File: src/rtl/key_ctrl_pkg.sv
// Shared types and constants for the key PIO controller: FSM states and PIO register map.
package key_ctrl_pkg;

  typedef enum logic [3:0] {
    ST_IDLE,
    ST_ARM,
    ST_WAIT_IRQ,
    ST_DISARM,
    ST_DEBOUNCE,
    ST_SAMPLE,
    ST_CHECK,
    ST_HELD,
    ST_POLL_S,
    ST_POLL_C,
    ST_SETTLE,
    ST_STOP
  } state_t;

  localparam logic [1:0] PIO_ADDR_DATA    = 2'd0;
  localparam logic [1:0] PIO_ADDR_IRQMASK = 2'd2;

  // States that spend their single cycle driving an irq-mask write.
  function automatic logic is_mask_write(state_t s);
    return (s == ST_ARM) || (s == ST_DISARM) || (s == ST_STOP);
  endfunction

endpackage

File: src/rtl/key_pio_ctrl_if.sv
// Avalon-MM link between the key controller (master) and the single-bit key PIO (slave).
interface key_pio_ctrl_if;
  // Handshake: no waitrequest. A write is accepted in the one cycle where
  // m_chipselect=1 and m_write_n=0. Reads need no strobe: the slave registers
  // m_readdata from m_address every cycle, so data is valid one cycle later.
  logic [1:0]  m_address;
  logic        m_chipselect;
  logic        m_write_n;
  logic [31:0] m_writedata;
  logic [31:0] m_readdata;
  logic        irq_in;

  modport master (
    output m_address, m_chipselect, m_write_n, m_writedata,
    input  m_readdata, irq_in
  );

  modport slave (
    input  m_address, m_chipselect, m_write_n, m_writedata,
    output m_readdata, irq_in
  );
endinterface

File: src/rtl/key_ctrl_timer.sv
// Loadable down-counter that stops at zero; done flags an expired count not being reloaded.
module key_ctrl_timer #(
  parameter int CNT_W = 20
) (
  input  logic             clk,
  input  logic             reset,
  input  logic             load,
  input  logic [CNT_W-1:0] value,
  output logic             done
);

  logic [CNT_W-1:0] count;

  always_ff @(posedge clk) begin
    if (reset) begin
      count <= '0;
    end else if (load) begin
      count <= value;
    end else if (count != '0) begin
      count <= count - CNT_W'(1);
    end
  end

  assign done = (count == '0) && !load;

endmodule

File: src/rtl/key_pio_ctrl.sv
// Key PIO sequencer: arms the irq mask, debounces a press, confirms it by reading the data
// register, polls for release, then re-arms. Emits press/release pulses and a debounced level.
module key_pio_ctrl
  import key_ctrl_pkg::*;
#(
  parameter int DEBOUNCE_CYCLES = 500000,
  parameter int POLL_CYCLES     = 50000,
  parameter int CNT_W           = 20
) (
  input  logic                  clk,
  input  logic                  reset,
  input  logic                  enable,
  key_pio_ctrl_if.master        bus,
  output logic                  key_down,
  output logic                  press_pulse,
  output logic                  release_pulse,
  output logic [15:0]           press_count,
  output state_t                state
);

  state_t           nxt;
  logic             timer_load;
  logic             timer_done;
  logic [CNT_W-1:0] timer_value;
  logic             rd_bit;
  logic             unused_rd;
  logic             press_evt;
  logic             release_evt;

  assign rd_bit    = bus.m_readdata[0];
  assign unused_rd = ^bus.m_readdata[31:1];

  always_comb begin
    nxt = state;
    case (state)
      ST_IDLE:     if (enable) nxt = ST_ARM;
      ST_ARM:      nxt = enable ? ST_WAIT_IRQ : ST_STOP;
      ST_WAIT_IRQ: if (!enable) nxt = ST_STOP;
                   else if (bus.irq_in) nxt = ST_DISARM;
      ST_DISARM:   nxt = enable ? ST_DEBOUNCE : ST_STOP;
      ST_DEBOUNCE: if (!enable) nxt = ST_STOP;
                   else if (timer_done) nxt = ST_SAMPLE;
      ST_SAMPLE:   nxt = enable ? ST_CHECK : ST_STOP;
      ST_CHECK:    if (!enable) nxt = ST_STOP;
                   else nxt = rd_bit ? ST_HELD : ST_ARM;
      ST_HELD:     if (!enable) nxt = ST_STOP;
                   else if (timer_done) nxt = ST_POLL_S;
      ST_POLL_S:   nxt = enable ? ST_POLL_C : ST_STOP;
      ST_POLL_C:   if (!enable) nxt = ST_STOP;
                   else nxt = rd_bit ? ST_HELD : ST_SETTLE;
      ST_SETTLE:   if (!enable) nxt = ST_STOP;
                   else if (timer_done) nxt = ST_ARM;
      ST_STOP:     nxt = ST_IDLE;
      default:     nxt = ST_IDLE;
    endcase
  end

  // Reloads are harmless when the FSM leaves these states for ARM or STOP instead.
  assign timer_load  = (state == ST_DISARM) || (state == ST_CHECK) || (state == ST_POLL_C);
  assign timer_value = (nxt == ST_HELD) ? CNT_W'(POLL_CYCLES - 1) : CNT_W'(DEBOUNCE_CYCLES - 1);

  assign press_evt   = (state == ST_CHECK) && (nxt == ST_HELD);
  assign release_evt = key_down && ((nxt == ST_SETTLE) || (nxt == ST_STOP));

  key_ctrl_timer #(.CNT_W(CNT_W)) u_timer (
    .clk   (clk),
    .reset (reset),
    .load  (timer_load),
    .value (timer_value),
    .done  (timer_done)
  );

  always_ff @(posedge clk) begin
    if (reset) begin
      state            <= ST_IDLE;
      bus.m_address    <= PIO_ADDR_DATA;
      bus.m_chipselect <= 1'b0;
      bus.m_write_n    <= 1'b1;
      bus.m_writedata  <= '0;
      key_down         <= 1'b0;
      press_pulse      <= 1'b0;
      release_pulse    <= 1'b0;
      press_count      <= '0;
    end else begin
      state            <= nxt;
      bus.m_chipselect <= is_mask_write(nxt);
      bus.m_write_n    <= !is_mask_write(nxt);
      bus.m_writedata  <= {31'd0, nxt == ST_ARM};
      if (is_mask_write(nxt)) begin
        bus.m_address <= PIO_ADDR_IRQMASK;
      end else if ((nxt == ST_SAMPLE) || (nxt == ST_POLL_S)) begin
        bus.m_address <= PIO_ADDR_DATA;
      end
      press_pulse   <= press_evt;
      release_pulse <= release_evt;
      if (press_evt) begin
        key_down    <= 1'b1;
        press_count <= press_count + 16'd1;
      end else if (release_evt) begin
        key_down <= 1'b0;
      end
    end
  end

endmodule

File: src/flat_wrapper.sv
// flat-port wrapper written by rule: the top's interface ports become plain ports
module key_pio_ctrl_flat import key_ctrl_pkg::*;
#(
  parameter int DEBOUNCE_CYCLES = 500000,
  parameter int POLL_CYCLES     = 50000,
  parameter int CNT_W           = 20
)
  (clk, reset, enable, key_down, press_pulse, release_pulse, press_count, state, bus_m_address, bus_m_chipselect, bus_m_write_n, bus_m_writedata, bus_m_readdata, bus_irq_in);
  key_pio_ctrl_if bus_i ();
  input  logic clk;
  input  logic reset;
  input  logic enable;
  output logic key_down;
  output logic press_pulse;
  output logic release_pulse;
  output logic [15:0] press_count;
  output state_t state;
  output wire logic [$bits(bus_i.m_address)-1:0] bus_m_address;
  output wire logic [$bits(bus_i.m_chipselect)-1:0] bus_m_chipselect;
  output wire logic [$bits(bus_i.m_write_n)-1:0] bus_m_write_n;
  output wire logic [$bits(bus_i.m_writedata)-1:0] bus_m_writedata;
  input wire logic [$bits(bus_i.m_readdata)-1:0] bus_m_readdata;
  input wire logic [$bits(bus_i.irq_in)-1:0] bus_irq_in;
  assign bus_m_address = bus_i.m_address;
  assign bus_m_chipselect = bus_i.m_chipselect;
  assign bus_m_write_n = bus_i.m_write_n;
  assign bus_m_writedata = bus_i.m_writedata;
  assign bus_i.m_readdata = bus_m_readdata;
  assign bus_i.irq_in = bus_irq_in;
  key_pio_ctrl #(.DEBOUNCE_CYCLES(DEBOUNCE_CYCLES), .POLL_CYCLES(POLL_CYCLES), .CNT_W(CNT_W)) u_core (.clk(clk), .reset(reset), .enable(enable), .bus(bus_i), .key_down(key_down), .press_pulse(press_pulse), .release_pulse(release_pulse), .press_count(press_count), .state(state));
endmodule
File: config.mk
export PLATFORM = sky130hd
export DESIGN_NAME = key_pio_ctrl_flat
export DESIGN_NICKNAME = d
export VERILOG_FILES = /design/src/rtl/key_ctrl_pkg.sv /design/src/rtl/key_pio_ctrl_if.sv /design/src/rtl/key_ctrl_timer.sv /design/src/rtl/key_pio_ctrl.sv /design/src/flat_wrapper.sv
export SDC_FILE = /design/constraint.sdc
export NUM_CORES = 1
export LEC_CHECK = 0
export ABC_AREA = 1
export BUFFER_PORTS_ARGS = -buffer_cell sky130_fd_sc_hd__buf_2
export CORE_ASPECT_RATIO = 0.75
export CORE_MARGIN = 2
export CORE_UTILIZATION = 50
export CTS_BUF_LIST = sky130_fd_sc_hd__clkbuf_8
export DETAILED_ROUTE_END_ITERATION = 10
export PLACE_DENSITY = 0.84
export SLEW_MARGIN = 20
export SYNTH_ARGS = -nofsm -noshare
export SYNTH_HDL_FRONTEND = slang
export SYNTH_SLANG_ARGS = --single-unit
File: constraint.sdc
create_clock -name clk -period 2.35 [get_ports clk]
set_input_delay 0.3525 -clock clk [delete_from_list [all_inputs] [get_ports clk]]
set_output_delay 0.3525 -clock clk [all_outputs]
set_load 0.05 [all_outputs]
==> PnR_summary.wiki <==
{| class="wikitable"
! Metric !! Value
|-
| Result of the run || finished, final reports clean
|-
| Avg Synthesized Cell Area || 6.99 um2
|-
| Critical path arrival || 2.14 ns
|-
| Critical-path cell list || inv_1, ha_1, nand2_2, nor2_4, nand3_4, nor2_8, nor2_1, nor2_1, nand2_1, nand2_1, inv_2, nand2_4, nand2_2
|-
| Internal portion of total power || 1740 uW
|-
| Pwr Density || ~1100 mW/mm2
|-
| Static Leakage || 0.00141 uW
|-
| Final Util || 55.7%
|-
| Crit path capture type || flop
|-
| Slowest library cell on the worst path || dfxtp_1
|-
| Register clock-pin slew on the reported worst setup and hold paths || 0.09 ns
|-
| Number of cells on the worst reg-to-reg path || 13
|-
| Number of unique standard cell types used by synthesis || 37
|-
| Half-perimeter wire length of the detailed placement result || 4600 um
|-
| Part of the total power dissipated in the clock network || roughly 14%
|-
| Initial standard-cell utilization of the core || 51.9%
|-
| Switching power total || 1700 uW
|-
| Worst Hold Launch || reset
|-
| Placement row count || 23
|-
| Number of standard cells in the final layout excluding fillers || 509
|-
| Post-route clock skew || 0.00597 ns
|-
| Antenna violations before repair || 0
|-
| Worst endpoint required time || 2.56 ns
|-
| Final max-slew violation count || 0
|-
| Crit path launch || u_core.u_timer.count[0]
|-
| Worst setup path category || flop to flop
|-
| Height of the die || 68.8 um
|-
| Io pins || 95
|-
| Total Wirelength || 6030 um
|-
| Post-synth top area share || between 30% and 40%
|-
| Leading post-synthesis cells by cell area || dfxtp_1, buf_4, nand2_1
|-
| Number of instances in the placed design || between 500 and 600
|-
| Global route total overflow || 0
|-
| Placeable Area || 0.00538 mm2
|-
| Average wire per cell in the routed design || between 10 and 15 um
|-
| Top cell type by total area after synthesis || dfxtp_1
|-
| Most common flop cell mapped by yosys || dfxtp_1
|-
| Gate power share || 54.1%
|-
| Count of max-cap constraint violations || 0
|-
| Synth async-reset ratio || 0%
|-
| Die Wd || 90.3 um
|-
| H-tree depth reported by CTS || 2
|-
| Cell chosen for the clock root || clkbuf_8
|-
| Number of fill cells in the layout || 554
|-
| Final period utilization || 82.2%
|-
| Hold Path Depth || 2
|-
| Worst voltage drop across the vdd grid || 0.745 mV
|-
| Routed vias || 2523
|-
| R2R setup slack || 0.42 ns
|-
| Clock Tree Buf Depth || 2
|-
| Final Hold Fails || 0
|-
| Min-Delay Path Class || primary input to flop
|-
| Post-DR vias/cell || 4.96
|-
| Fraction of layout cells with a size suffix above 1 || 17.7%
|-
| Layout-stage area growth over the synthesis result || 7.30%
|-
| Unrepaired setup endpoints after global routing || no
|-
| Critical Path Source Type || flop
|-
| Commonest cells in the netlist || nand2_1, nor2_1, dfxtp_1, inv_1, buf_4
|-
| First-pass GRT wire length || 9890 um
|-
| Highest cell delay on the worst timing path || between 0.3 and 0.4 ns
|-
| Net count, final || between 400 and 500
|-
| Count of buffers added by post-CTS timing repair for setup || 0
|-
| Number of buffers inserted by port buffering || 31
|-
| CP endpoint || u_core.bus.m_address[1]
|-
| Most common cell in the synthesized netlist || nand2_1
|-
| Diodes inserted || 0
|-
| CTS tree || done
|-
| First-pass iteration count of the detailed router || 5
|-
| Setup Viol. Count Final || 0
|-
| Min Clock Period, post-route || between 1.5 and 2 ns
|-
| Insertion delay of the later-clocked pin in the worst-skew pair || 0.31 ns
|-
| Number of storage elements in the synthesis netlist || 47
|-
| Die area || 0.00621 mm2
|-
| Final total negative setup slack || 0 ns
|-
| Sequential share of power || 31.7%
|-
| CTS resizes || 0
|-
| Number of flops mapped to enable cells by yosys || 0
|-
| Total clock sinks || 47
|-
| Clock buffer count from CTS || 5
|-
| Count of hold buffers inserted by post-cts repair || 0
|-
| Cell count after synthesis || 400
|-
| Origin of the critical flop-to-flop path || u_core.u_timer.count[0]
|-
| Antenna viol nets, final || 0
|-
| Iter 0 DRT Violations || 123
|-
| Fmax || 0.518 GHz
|-
| Maximum number of pins on one net before global-route repair || 22
|-
| Synthesized cell area || 0.00280 mm2
|-
| Share of total power consumed by net switching || 49.5%
|-
| Via count of the first global-routing pass || approximately 2200
|-
| Crit Reg-Reg Endpoint || u_core.bus.m_address[1]
|-
| Post-route DRC || 0
|-
| Routability cong. || approximately 0.96
|-
| Total number of yosys warnings || 0
|-
| Final hold slack || between 0.4 and 0.5 ns
|-
| Overall routing resource usage || 20.0%
|-
| Post-synthesis sequential area ratio || roughly 34%
|-
| Peak fanout along the critical path || 9
|}
## critical path: cells and delay by family, from the launching register on
kind	cells	cell delay, ns
AND/OR/NAND/NOR	10	1.13
flip-flops	1	0.32
adder cells (fa/ha/maj)	1	0.23
buffers and inverters	2	0.16
## per-stage QoR
step / setup WS, ns / power (uW) / area (um2)
floorplan: 0.390 / 2660 / 2910
global placement: 0.454 / 2900 / 2910
detailed placement: 0.440 / 2950 / 2910
CTS: 0.422 / 3450 / 3000
global route: 0.217 / 3730 / 3000
finish: 0.419 / 3450 / 3000
## metal layers
metal  track usage, %  vias up  wire (um)
li1                 -     1298          -
met1             26.6     1125       2780
met2             33.2       93       2700
met3             3.91        7        486
met4             6.92        0         60
met5                0        -          0
## final cells by class
| type | instances | area [um2] | area share (%) |
|---|---|---|---|
| tap | 75 | 93.8 | 3.13 |
| multi-input combinational | 300 | 1530 | 51.1 |
| clock buffer | 5 | 68.8 | 2.29 |
| clock inverter | 3 | 21.3 | 0.709 |
| inverter | 46 | 173 | 5.76 |
| timing repair buffer | 33 | 170 | 5.67 |
| sequential | 47 | 941 | 31.4 |
## cells by family after synthesis
group	count (synthesis)	synth area share, %
compound gates	64	12.7
xor+xnor	12	3.76
fa+ha+maj	2	0.895
buf+inv	84	15.7
flops	47	33.7
other cells	1	0.134
simple gates	190	33.1
## power groups by stage
stage                     logic (uW)  registers [uW]  clock network, uW
final                           1860            1090                488
after global placement          1800            1110                  0
after global routing            2080            1110                532
after detailed placement        1840            1110                  0
after CTS                       1850            1090                502
after floorplan                 1420            1240                  0
## worst min path at each step
stage,slack (ns),endpoint
global route,0.45,u_core.press_count[8]
CTS,0.44,u_core.press_count[8]
detailed placement,0.44,u_core.release_pulse
global placement,0.45,u_core.release_pulse
finish,0.45,u_core.press_count[8]
floorplan,0.46,u_core.u_timer.count[5]
## registers in the layout, indices dropped and copies added, names as in the netlist
signal / count
u_core.bus.m_address: 1
u_core.bus.m_chipselect: 1
u_core.bus.m_write_n: 1
u_core.bus.m_writedata: 1
u_core.key_down: 1
u_core.press_count: 16
u_core.press_pulse: 1
u_core.release_pulse: 1
u_core.state: 4
u_core.u_timer.count: 20
## layout by cell type (no fill, tap or decap), types with 2 or more instances in the layout
| cell | Yosys | layout |
|---|---|---|
| a21oi_1 | 29 | 29 |
| o21ai_1 | 3 | 3 |
| nand3_4 | 2 | 2 |
| conb_1 | 1 | 32 |
| nor2_1 | 59 | 59 |
| nand2_4 | 2 | 2 |
| xnor2_1 | 5 | 5 |
| ha_1 | 2 | 2 |
| buf_4 | 32 | 2 |
| o21ai_0 | 17 | 17 |
| clkinv_4 | 0 | 2 |
| nand4_1 | 6 | 6 |
| nand2_2 | 9 | 9 |
| nor2_4 | 4 | 4 |
| a211oi_1 | 5 | 5 |
| inv_2 | 8 | 8 |
| nor3_2 | 2 | 2 |
| clkinv_1 | 3 | 3 |
| nand3_1 | 17 | 17 |
| nor2_2 | 7 | 7 |
| buf_2 | 3 | 31 |
| xor2_1 | 7 | 7 |
| dfxtp_1 | 47 | 47 |
| and3_1 | 3 | 3 |
| nand2_1 | 63 | 63 |
| nor3_1 | 10 | 10 |
| inv_1 | 35 | 36 |
| nor4_1 | 2 | 2 |
| nand3b_1 | 2 | 2 |
| a31oi_1 | 3 | 3 |
| clkbuf_8 | 0 | 5 |
| o21a_1 | 3 | 3 |
Note: power is estimated with default switching activity, not from simulation.
